===== src/rtl/arb_pkg.sv =====
// Shared types and helpers for the round-robin arbiter.
package arb_pkg;

   // Arbiter control states
   typedef enum logic [0:0] {
      IDLE = 1'b0,
      HOLD = 1'b1
   } state_e;

   // Default requester count and matching index width
   localparam int N_DEF = 4;
   localparam int IW    = $clog2(N_DEF);

   // Upper bound on one-hot width handled by onehot2idx
   localparam int OH_MAX_W  = 32;
   localparam int IDX_MAX_W = 5;

   // Encode a one-hot (or zero) vector to its bit index; zero maps to 0
   function automatic logic [IDX_MAX_W-1:0] onehot2idx(input logic [OH_MAX_W-1:0] oh);
      logic [IDX_MAX_W-1:0] idx;
      idx = {IDX_MAX_W{1'b0}};
      for (int i = 0; i < OH_MAX_W; i++) begin
         if (oh[i]) begin
            idx = idx | IDX_MAX_W'(i);
         end else begin
            idx = idx;
         end
      end
      return idx;
   endfunction

endpackage


===== src/rtl/lowest_one_select.sv =====
// Isolates the lowest set bit of a vector (all-zero in, all-zero out).
module lowest_one_select #(
   parameter int N = 4
) (
   input  logic [N-1:0] I,
   output logic [N-1:0] O
);

   // Two's-complement trick: I-1 flips the lowest one and everything below it
   assign O = I & ~(I - N'(1));

endmodule


===== src/rtl/rr_arbiter.sv =====
// Round-robin arbiter: rotating priority pointer, registered one-hot grant
// held until release, optional hold timeout.
module rr_arbiter
   import arb_pkg::*;
#(
   parameter int N        = 4,
   parameter int MAX_HOLD = 0,
   parameter int CW       = 8
) (
   input  logic                 CLK,
   input  logic                 ASYNCRESETN,
   input  logic [N-1:0]         REQ,
   input  logic                 DONE,
   output logic [N-1:0]         GNT,
   output logic                 VALID,
   output logic [$clog2(N)-1:0] GNT_IDX
);

   localparam int IDXW = $clog2(N);
   // Last count value before a forced release (unused when MAX_HOLD is 0)
   localparam logic [CW-1:0] HOLD_LAST = (MAX_HOLD == 0) ? {CW{1'b0}} : CW'(MAX_HOLD - 1);

   state_e            state_q, state_d;
   logic [N-1:0]      gnt_q, gnt_d;
   logic [IDXW-1:0]   ptr_q, ptr_d;
   logic [CW-1:0]     cnt_q, cnt_d;
   logic [IDXW-1:0]   idx_q, idx_d;
   logic              valid_q, valid_d;

   logic [N-1:0]      mask_s;
   logic [N-1:0]      masked_s;
   logic [N-1:0]      masked_win_s;
   logic [N-1:0]      req_win_s;
   logic [N-1:0]      win_oh_s;
   logic [IDXW-1:0]   win_idx_s;
   logic [IDXW-1:0]   win_next_ptr_s;
   logic              timeout_s;
   logic              release_s;

   // Requesters at or above the pointer keep priority; lower ones wait for wrap
   assign mask_s   = ~((N'(1) << ptr_q) - N'(1));
   assign masked_s = REQ & mask_s;

   lowest_one_select #(.N(N)) u_sel_masked (
      .I (masked_s),
      .O (masked_win_s)
   );

   lowest_one_select #(.N(N)) u_sel_req (
      .I (REQ),
      .O (req_win_s)
   );

   assign win_oh_s       = (|masked_s) ? masked_win_s : req_win_s;
   assign win_idx_s      = IDXW'(onehot2idx(OH_MAX_W'(win_oh_s)));
   assign win_next_ptr_s = (win_idx_s == IDXW'(N - 1)) ? {IDXW{1'b0}} : (win_idx_s + IDXW'(1));

   assign timeout_s = (MAX_HOLD != 0) && (cnt_q == HOLD_LAST);
   // Grantee releases on DONE, on dropping its request, or when the hold expires
   assign release_s = DONE | ~(|(REQ & gnt_q)) | timeout_s;

   // Next-state, grant, pointer and hold-count logic
   always_comb begin
      state_d = state_q;
      gnt_d   = gnt_q;
      ptr_d   = ptr_q;
      cnt_d   = cnt_q;
      case (state_q)
         IDLE: begin
            if (|REQ) begin
               state_d = HOLD;
               gnt_d   = win_oh_s;
               ptr_d   = win_next_ptr_s;
               cnt_d   = {CW{1'b0}};
            end else begin
               state_d = IDLE;
            end
         end
         HOLD: begin
            if (release_s) begin
               if (|REQ) begin
                  // Back-to-back handover; pointer already moved past the old grantee
                  state_d = HOLD;
                  gnt_d   = win_oh_s;
                  ptr_d   = win_next_ptr_s;
                  cnt_d   = {CW{1'b0}};
               end else begin
                  state_d = IDLE;
                  gnt_d   = {N{1'b0}};
                  cnt_d   = {CW{1'b0}};
               end
            end else begin
               if (cnt_q != {CW{1'b1}}) begin
                  cnt_d = cnt_q + CW'(1);
               end else begin
                  cnt_d = cnt_q;
               end
            end
         end
         default: begin
            state_d = IDLE;
            gnt_d   = {N{1'b0}};
            cnt_d   = {CW{1'b0}};
         end
      endcase
   end

   // Output decode computed from the next grant so outputs stay registered
   always_comb begin
      valid_d = |gnt_d;
      idx_d   = IDXW'(onehot2idx(OH_MAX_W'(gnt_d)));
   end

   // State, pointer, counter and output registers
   always_ff @(posedge CLK or negedge ASYNCRESETN) begin
      if (!ASYNCRESETN) begin
         state_q <= IDLE;
         gnt_q   <= {N{1'b0}};
         ptr_q   <= {IDXW{1'b0}};
         cnt_q   <= {CW{1'b0}};
         idx_q   <= {IDXW{1'b0}};
         valid_q <= 1'b0;
      end else begin
         state_q <= state_d;
         gnt_q   <= gnt_d;
         ptr_q   <= ptr_d;
         cnt_q   <= cnt_d;
         idx_q   <= idx_d;
         valid_q <= valid_d;
      end
   end

   assign GNT     = gnt_q;
   assign VALID   = valid_q;
   assign GNT_IDX = idx_q;

endmodule


===== config.mk =====
export PLATFORM = sky130hd
export DESIGN_NAME = rr_arbiter
export DESIGN_NICKNAME = d
export VERILOG_FILES = /design/src/rtl/arb_pkg.sv /design/src/rtl/lowest_one_select.sv /design/src/rtl/rr_arbiter.sv
export SDC_FILE = /design/constraint.sdc
export NUM_CORES = 1
export LEC_CHECK = 0
export ABC_AREA = 1
export CAP_MARGIN = 5
export CORE_MARGIN = 2
export CORE_UTILIZATION = 34
export DETAILED_ROUTE_END_ITERATION = 8
export HOLD_SLACK_MARGIN = 0.12
export SYNTH_ARGS = -nofsm -noshare
export SYNTH_HDL_FRONTEND = slang
export SYNTH_SLANG_ARGS = --single-unit
export TNS_END_PERCENT = 20

===== constraint.sdc =====
create_clock -name CLK -period 1.4 [get_ports CLK]
set_input_delay 0.21 -clock CLK [delete_from_list [all_inputs] [get_ports CLK]]
set_output_delay 0.21 -clock CLK [all_outputs]
set_load 0.01 [all_outputs]

==> results of run 1 <==
## worst reg2reg max path, delay by kind of cell (launching register included)
kind	cells	cell delay (ns)
AO/OA/AOI/OAI	1	0.17
AND/OR/NAND/NOR	6	0.65
flip-flops	1	0.40
## state kept, by name, summed over array words and instances (netlist names)
signal / flops
GNT_IDX: 2
ptr_q: 2
state_q: 1
VALID: 1
GNT: 4
## cell type report
type / instances / share of cell area (%)
sequential: 10 / 30.8
multi-input combinational: 55 / 30.5
clock buffer: 4 / 4.46
timing repair buffer: 25 / 27.7
inverter: 9 / 4.15
tap: 16 / 2.46
## repair_timing
action,in CTS,in global routing
endpoints found under the hold margin,0,0
setup buffers,0,1
gates cloned,0,0
pin swaps,0,1
resized for setup,4,8
setup endpoints to repair,4,5
## kinds of logic (layout without fill, tap and decap cells)
family | count (synthesis) | in the layout
AO/OA/AOI/OAI | 4 | 4
flip-flops | 10 | 10
AND/OR/NAND/NOR | 51 | 51
buffers and inverters | 9 | 38
## routing by layer
| layer | vias up | global-route usage, % | share of wire [%] |
|---|---|---|---|
| met5 | - | 0 | 0 |
| met4 | 0 | 8.48 | 0.40 |
| met3 | 2 | 2.13 | 5.3 |
| met2 | 9 | 23.3 | 47 |
| met1 | 246 | 20.2 | 47 |
| li1 | 282 | - | - |
## cell usage in the layout, fill, tap and decap left out, drive strengths merged
cell / netlist / routed
a31oi: 1 / 1
nor2: 15 / 15
dlymetal6s2s: 0 / 4
or2: 1 / 1
nand4: 1 / 1
dlygate4sd2: 0 / 4
buf: 0 / 12
clkdlybuf4s50: 0 / 5
inv: 9 / 9
o21ai: 3 / 3
nand3: 4 / 4
dfrtp: 10 / 10
nand2: 30 / 30
clkbuf: 0 / 4
## power groups by stage
stage          Clock [W]  Combinational [W]  Sequential (W)
2_1_floorplan          0           0.000306        0.000528
3_3_place_gp           0           0.000761        0.000497
3_5_place_dp           0           0.000766        0.000492
4_1_cts         0.000271           0.000736        0.000486
5_1_grt         0.000279           0.000856        0.000502
6_report        0.000257           0.000767        0.000484
## metrics by stage
step           hold WS [ns]  setup TNS (ns)  power, W  area (um^2)  cells
6_report              0.253               0   0.00151          813    119
5_1_grt               0.289         -0.0337   0.00164          813    119
4_1_cts               0.254               0   0.00149          785    118
3_5_place_dp          0.550           -1.63   0.00126          753    114
3_3_place_gp          0.554           -1.74   0.00126          753    114
2_1_floorplan       -0.0856               0  0.000834          520     74
## how the worst max path moves through the flow
stage                             to  slack, ns  depth (start not counted)
after floorplan           GNT_IDX[0]       0.14                          7
after global placement    GNT_IDX[0]      -0.27                          8
after detailed placement  GNT_IDX[0]      -0.26                          9
after CTS                 GNT_IDX[0]       0.03                          9
after global routing      GNT_IDX[0]      -0.03                          8
final                     GNT_IDX[0]       0.06                          1
==> run_results.csv, run 1 <==
group,metric,value,unit
route,drt_iter0_drc,3,
setup_path,timing.rr.start,"GNT[2]",
timing,setup_viol,0,
power,power_frac_clock,17.0,%
clock_network,numCtsBuffers,3,
place,post-place-ws,-0.260,ns
route,first_pass_iters,4,
timing,finalCritPeriodShare,95.4,%
clock_network,cts_buffer_depth,2,
global_routing,antenna_found_initial,0,
route,wirelength,1.24,mm
timing,fin_ws,0.0649,ns
power,p_switching,0.000549,W
place,portBuffers,13,
synth,synth_seq_cells,10,
clock_network,clkSinkCount,10,
floorplan,start_util,35.4,%
timing,maxSlewViolCount,0,
timing,fmax,749,MHz
route,wl_per_cell,10.4,um
clock_network,postCtsHoldBufs,0,
route,drcViolationCount,0,
finish,area_growth,56.3,%
synth,synth_cell_type_count,13,
place,dp_hpwl,976,um
power,ir_drop,0.836,mV
synth,ys_async_sr_fraction,100,%
floorplan,core_area,1470,um^2
clock_network,clk_pin_slew_worst_paths,0.07,ns
setup_path,path_class,"flop to output pin",
setup_path,crit_fanout,1,
timing,fin_worst_skew,0.000297,ns
power,switching_share,36.4,%
floorplan,dieArea,1860,um^2
clock_network,cts_htree_levels,1,
synth,synth_compound_area_share,4.81,%
synth,synth_top_area_share,48.1,%
synth,avgSynthCellArea,7.03,um^2
global_routing,grt_pass1_vias,543,
outcome,run_status,"finished clean",
synth,yosys-top-cells-count,"28 x nand2_1, 13 x nor2_1, 10 x dfrtp_1",
setup_path,ff2ff_setup_slack,0.07,ns
place,place.gp.congestion,0.807,
clock_network,clk_latency,0.26,ns
synth,synth_edf_count,0,
setup_path,r2r_cells,7,
setup_path,crit_required,1.19,ns
clock_network,root_buffer,"clkbuf_4",
finish,fillers,144,
floorplan,io_pins,14,
global_routing,grt_usage,15.1,%
route,vias_per_cell,4.53,
setup_path,cp_num_buf_inv,1,
floorplan,rows,14,
synth,yosysMostFrequentCell,"nand2_1",
clock_network,cts_tree,"yes",
synth,synth_area_leader_cell,"dfrtp_1",
setup_path,worst_r2r_endpoint,"GNT_IDX[0]",
synth,synth_xor_area_share,0,%
run,drv_cap,0,
floorplan,die_w,43.1,um
timing,hold_viol_final,0,
power,power_leakage,0.479,nW
global_routing,grt_pass1_wl,2.15,mm
synth,syn-cell-area,520,um^2
finish,antennaDiodeCount,0,
global_routing,grt_max_degree,11,
route,vias,539,
floorplan,die_y,43.1,um
timing,period_needed,1.34,ns
worst_hold_path,min_path_type,"input pin to asynchronous set/reset pin",
setup_path,end_kind,"output pin",
setup_path,crit_chain,"clkdlybuf4s50_1",
power,p_int,0.000959,W
setup_path,critPathMaxStageDelay,0.54,ns
setup_path,critPathTopFamily,"buffers and inverters",
synth,synth_mux_area_share,0,%
synth,synthesis.instances,74,
setup_path,crit_path_start_kind,"flop",
synth,synth_fa_ha_area_share,0,%
synth,synth_nets,81,
synth,synth.top_cells.by_area,"dfrtp_1 48%, nand2_1 20%, nor2_1 9.4%, inv_1 6.5%, nand3_1 3.8%",
route,ant_nets,0,
power,seq_power_share,32.1,%
timing,relSlewSlack,71.1,%
finish,multi_input_area,248,um^2
synth,synth_top_family_by_area,"simple AND/OR/NAND/NOR gates",
power,power_frac_comb,50.9,%
finish,final_util,55.3,%
synth,ys_seq_area_share,48.1,%
setup_path,cp-startpoint,"GNT_IDX[0]",
finish,fin_nets,111,
power,cellPowerDensity,1850,nW/um^2
synth,yosys.area_share.simple,40.6,%
timing,tightest_slew,0.433,ns
global_routing,grt_overflow,0,
finish,drive_above_1_share,24.3,%
finish,regArea,250,um^2
synth,ys_warn_count,0,
synth,yosys_most_used_dff,"dfrtp_1",
setup_path,slowest_stage,"clkdlybuf4s50_1",
setup_path,cp.arrival,1.13,ns
Power figures use the tool's default switching activity.
==> run 2: changes to the inputs <==
Settings changed: ABC_AREA 1 to default.
==> run 2 against run 1 <==
Against the previous run:
- the flow now finishes with violations (negative setup slack)
- flip-flop and latch count did not move
- combinational power rose by 46%
- area after synthesis rose by 19%
- fmax fell by 17%
- largest power group unchanged
- core utilization rose by 4.7 points
- worst setup slack got worse by 0.28 ns
==> run_results.csv, run 2 <==
group,metric,value,unit
timing,tightest_slew,0.499,ns
synth,yosys_most_used_dff,"dfrtp_1",
clock_network,postCtsHoldBufs,0,
synth,synth_edf_count,0,
finish,antennaDiodeCount,0,
power,p_total,0.00191,W
setup_path,ff2ff_setup_slack,-0.21,ns
timing,setup_viol,5,
timing,fin_worst_skew,0.00532,ns
clock_network,clk_latency,0.27,ns
clock_network,cts_tree,"yes",
place,portBuffers,13,
floorplan,start_util,36.1,%
route,first_pass_iters,4,
clock_network,clkSinkCount,10,
timing,period_needed,1.61,ns
power,power_leakage,0.468,nW
timing,rsz0062_at_grt,"true",
power,cellPowerDensity,1860,nW/um^2
place,place.gp.congestion,0.836,
power,ir_drop,1.37,mV
synth,avgSynthCellArea,8.69,um^2
clock_network,clk_pin_slew_worst_paths,0.08,ns
timing,finalCritPeriodShare,115,%
floorplan,core_area,1710,um^2
route,ant_nets,0,
route,vias,712,
synth,yosys-top-cells-count,"12 x nor2_1, 10 x dfrtp_1, 7 x a21oi_1",
clock_network,root_buffer,"clkbuf_4",
finish,layout_commonest_cell,"buf_4",
timing,fin_ws,-0.212,ns
route,wirelength,1.87,mm
clock_network,postCtsSetupRepairBufs,0,
timing,setup_tns,-0.416,ns
outcome,failed_checks,"negative setup slack",
synth,yosysMostFrequentCell,"nor2_1",
synth,synth_cell_type_count,26,
route,vias_per_cell,5.31,
worst_hold_path,min_path_type,"input pin to asynchronous set/reset pin",
global_routing,antenna_found_initial,0,
finish,area_growth,65.9,%
global_routing,grt_pass1_wl,2.95,mm
clock_network,numCtsBuffers,3,
finish,fillers,154,
timing,maxSlewViolCount,0,
setup_path,crit_required,1.55,ns
finish,drive_above_1_share,40.4,%
run,drv_cap,0,
finish,fin_nets,117,
timing,relSlewSlack,66.6,%
global_routing,grt_pass1_vias,638,
finish,final_util,59.9,%
setup_path,end_kind,"flop",
setup_path,cp.arrival,1.76,ns
global_routing,grt_overflow,0,
synth,ys_async_sr_fraction,100,%
route,wl_per_cell,14.0,um
finish,layout_common_cells,"25 x buf_4, 12 x nor2_1, 9 x dfrtp_1, 7 x a21oi_1, 7 x dlygate4sd2_1",
finish,multi_input_area,359,um^2
timing,hold-worst-slack,0.267,ns
synth,ys_warn_count,0,
synth,syn-cell-area,617,um^2
setup_path,path_class,"flop to flop",
place,placed_area,946,um^2
synth,synthesis.instances,71,
clock_network,cts_htree_levels,1,
floorplan,dieArea,2170,um^2
synth,ys_seq_area_share,40.6,%
setup_path,crit_fanout,3,
route,drt_iter0_drc,43,
synth,synth_top_area_share,40.6,%
finish,regArea,251,um^2
setup_path,r2r_cells,5,
place,dp_hpwl,1.34,mm
floorplan,rows,15,
finish,largest_reg_flops,4,
floorplan,die_y,46.6,um
clock_network,cts_buffer_depth,2,
global_routing,grt_usage,20.1,%
synth,synth_seq_cells,10,
setup_path,worst_r2r_endpoint,"VALID",
outcome,run_status,"finished, violations left",
route,drcViolationCount,0,
timing,fmax,620,MHz
synth,synth.top_cells.by_area,"dfrtp_1 41%, nor2_1 7.3%, a21oi_1 5.7%, o21ai_0 4.9%, o221ai_1 4.3%",
finish,finalInstanceArea,1020,um^2
floorplan,die_w,46.6,um
timing,hold_viol_final,0,
setup_path,crit_path_start_kind,"flop",
synth,synth_area_leader_cell,"dfrtp_1",
floorplan,io_pins,14,
synth,synth_nets,78,
global_routing,grt_max_degree,11,
setup_path,timing.rr.start,"GNT[0]",
run 2: area by class of cell:
| type | instances | share of cell area (%) |
|---|---|---|
| repair buffers | 40 | 32.6 |
| flip-flops and latches | 10 | 24.6 |
| well taps | 25 | 3.06 |
| inverters | 3 | 1.10 |
| multi-input cells | 52 | 35.1 |
| clock buffers | 4 | 3.55 |
run 2: layer usage:
metal | vias to the layer above | global-route usage [%] | wire [um]
li1 | 331 | - | -
met1 | 346 | 27.0 | 864
met2 | 29 | 31.4 | 870
met3 | 6 | 3.53 | 112
met4 | 0 | 8.57 | 23
met5 | - | 0 | 0
run 2: critical path, cell delays in order (launching register included):
cell     delay (ns)
dfrtp_1        0.39
a22oi_2        0.18
a21oi_2        0.09
or2_4          0.25
a32o_1         0.22
or3_1          0.36
run 2: report_power, final:
| part | internal [W] | total (W) | switching [W] |
|---|---|---|---|
| Clock | 0.000158 | 0.000272 | 0.000114 |
| Sequential | 0.000410 | 0.000516 | 0.000106 |
| Combinational | 0.000646 | 0.00112 | 0.000474 |
run 2: how the worst max path moves through the flow:
stage,startpoint,end,slack (ns)
2_1_floorplan,GNT[2],VALID,-0.21
3_5_place_dp,REQ[0],VALID,-0.68
4_1_cts,GNT[0],VALID,-0.21
3_3_place_gp,REQ[2],VALID,-0.64
6_report,GNT[0],VALID,-0.21
5_1_grt,GNT[0],VALID,-0.28
run 2: what timing repair did:
action,CTS,global route
setup endpoints to repair,13,10
gates resized for setup,17,4
pin swaps,3,4
run 2: cells by family after synthesis:
group                  count (synthesis)  share of synthesized area (%)
AOI/OAI and AO/OA                     27                           31.0
and+or+nand+nor                       24                           19.1
DFF                                   10                           40.6
buffers and inverters                  9                           7.50
muxes                                  1                           1.83
run 2: stage by stage:
stage               worst slack, ns  cells
CTS                          -0.206    134
global route                 -0.276    134
floorplan                    -0.208     71
finish                       -0.212    134
global placement             -0.643    130
detailed placement           -0.680    130
==> run 3: changes to the inputs <==
Settings changed: SETUP_SLACK_MARGIN from default to 0.4.
==> run 3 against run 2 <==
Against the previous run:
- the flow still finishes with violations (negative setup slack)
- register-to-register slack about the same
- core utilization up 0.51 points
- flip-flop and latch count unchanged
- critical path type unchanged
- largest power group unchanged
==> run_results.csv, run 3 (synthesized netlist as in run 2, its figures left out) <==
group,metric,value,unit
timing,fmax,620,MHz
floorplan,core_area,1710,um^2
setup_path,path_class,"flop to flop",
finish,multi_input_area,360,um^2
setup_path,cp.arrival,1.76,ns
global_routing,grt_pass1_vias,648,
timing,setup_viol,4,
clock_network,cts_buffer_depth,2,
route,drt_iter0_drc,24,
place,portBuffers,13,
route,wl_per_cell,13.7,um
floorplan,io_pins,14,
power,power_frac_comb,59.3,%
global_routing,grt_pass1_wl,2.95,mm
power,p_switching,0.000704,W
finish,area_growth,67.3,%
clock_network,cts_htree_levels,1,
place,post-place-ws,-0.680,ns
clock_network,numCtsBuffers,3,
route,wirelength,1.84,mm
setup_path,crit_required,1.55,ns
setup_path,r2r_cells,5,
power,power_frac_clock,13.8,%
timing,rsz0062_at_grt,"true",
power,switching_share,36.1,%
finish,largest_reg_flops,4,
route,drcViolationCount,0,
worst_hold_path,min_path_type,"input pin to asynchronous set/reset pin",
finish,layout.cells.non_filler,134,
finish,drive_above_1_share,46.8,%
route,first_pass_iters,5,
setup_path,critPathTopFamily,"simple AND/OR/NAND/NOR gates",
route,vias,701,
run,drv_cap,0,
outcome,run_status,"finished, violations left",
timing,maxSlewViolCount,0,
clock_network,postCtsHoldBufs,0,
power,power_leakage,0.464,nW
floorplan,rows,15,
setup_path,crit_chain,"a22oi_2 -> a21oi_2 -> or2_4 -> a32o_1 -> or3_1",
clock_network,cts_tree,"yes",
place,place_inst,130,
clock_network,clkSinkCount,10,
finish,fin_nets,117,
clock_network,postCtsSetupRepairBufs,0,
timing,tightest_slew,0.493,ns
setup_path,crit_path_start_kind,"flop",
finish,layout_commonest_cell,"buf_4",
global_routing,antenna_found_initial,0,
power,ir_drop,1.35,mV
timing,fin_worst_skew,0.00346,ns
finish,final_util,60.4,%
timing,fin_ws,-0.212,ns
route,ant_nets,0,
floorplan,die_w,46.6,um
floorplan,dieArea,2170,um^2
clock_network,clk_pin_slew_worst_paths,0.07,ns
clock_network,root_buffer,"clkbuf_4",
finish,layout_common_cells,"22 x buf_4, 12 x nor2_1, 9 x dfrtp_1, 9 x buf_6, 7 x a21oi_1",
timing,relSlewSlack,67.0,%
global_routing,grt_overflow,0,
place,place.gp.congestion,0.836,
place,dp_hpwl,1.34,mm
power,p_total,0.00195,W
global_routing,grt_usage,20.1,%
outcome,failed_checks,"negative setup slack",
finish,fillers,152,
global_routing,grt_max_degree,11,
setup_path,end_kind,"flop",
setup_path,cp_num_cells,5,
setup_path,crit_fanout,3,
power,p_int,0.00124,W
power,cellPowerDensity,1890,nW/um^2
setup_path,slowest_stage,"dfrtp_1",
power,seq_power_share,26.8,%
floorplan,start_util,36.1,%
finish,regArea,251,um^2
timing,finalCritPeriodShare,115,%
floorplan,die_y,46.6,um
clock_network,clk_latency,0.27,ns
route,vias_per_cell,5.23,
timing,hold-worst-slack,0.268,ns
timing,hold_viol_final,0,
finish,antennaDiodeCount,0,
timing,period_needed,1.61,ns
setup_path,cp_num_buf_inv,0,
setup_path,critPathMaxStageDelay,0.40,ns
==> run 3: changes by cell type in the layout (fill, tap and decap cells not counted), sizes merged <==
cell           delta
buf               +6
dlygate4sd2       -3
clkdlybuf4s50     -2
dlymetal6s2s      -1
==> run 3: power groups by stage <==
stage	combinational [W]	sequential, W	clock, W
6_report	0.00116	0.000523	0.000270
5_1_grt	0.00125	0.000536	0.000286
4_1_cts	0.00111	0.000513	0.000278
3_5_place_dp	0.00104	0.000514	0
3_3_place_gp	0.00104	0.000514	0
2_1_floorplan	0.000433	0.000525	0
==> run 3: final cells by class <==
type	count	area share (%)
Timing Repair Buffer	40	33.1
Multi-Input combinational cell	52	34.9
Sequential cell	10	24.4
Clock buffer	4	3.52
Tap cell	25	3.03
Inverter	3	1.09
==> run 3: path summary, 6_finish.rpt <==
kind                             start  endpoint  slack, ns
max                             GNT[0]     VALID      -0.21
min                        ASYNCRESETN    GNT[3]       0.27
max reg2reg                     GNT[0]     VALID      -0.21
min reg2reg                     GNT[1]    GNT[1]       0.64
max in group asynchronous  ASYNCRESETN  ptr_q[1]       0.78
min in group CLK                REQ[2]   state_q       0.48
==> run 3: metrics by stage <==
stage	setup TNS (ns)	instance area [um^2]
3_5_place_dp	-4.65	946
2_1_floorplan	-0.208	617
3_3_place_gp	-4.29	946
6_report	-0.396	1030
5_1_grt	-0.885	1030
4_1_cts	-0.472	1010
==> run 3: repair_timing <==
item,4_1_cts,5_1_grt
setup endpoints to repair,17,15
pin swaps,5,2
resized for setup,45,4
==> run 3: routing by layer <==
layer  track usage [%]  vias up  wire, um
li1                  -      332         -
met1              27.0      335       837
met2              31.4       30       868
met3              3.53        4       114
met4              8.57        0        20
met5                 0        -         0
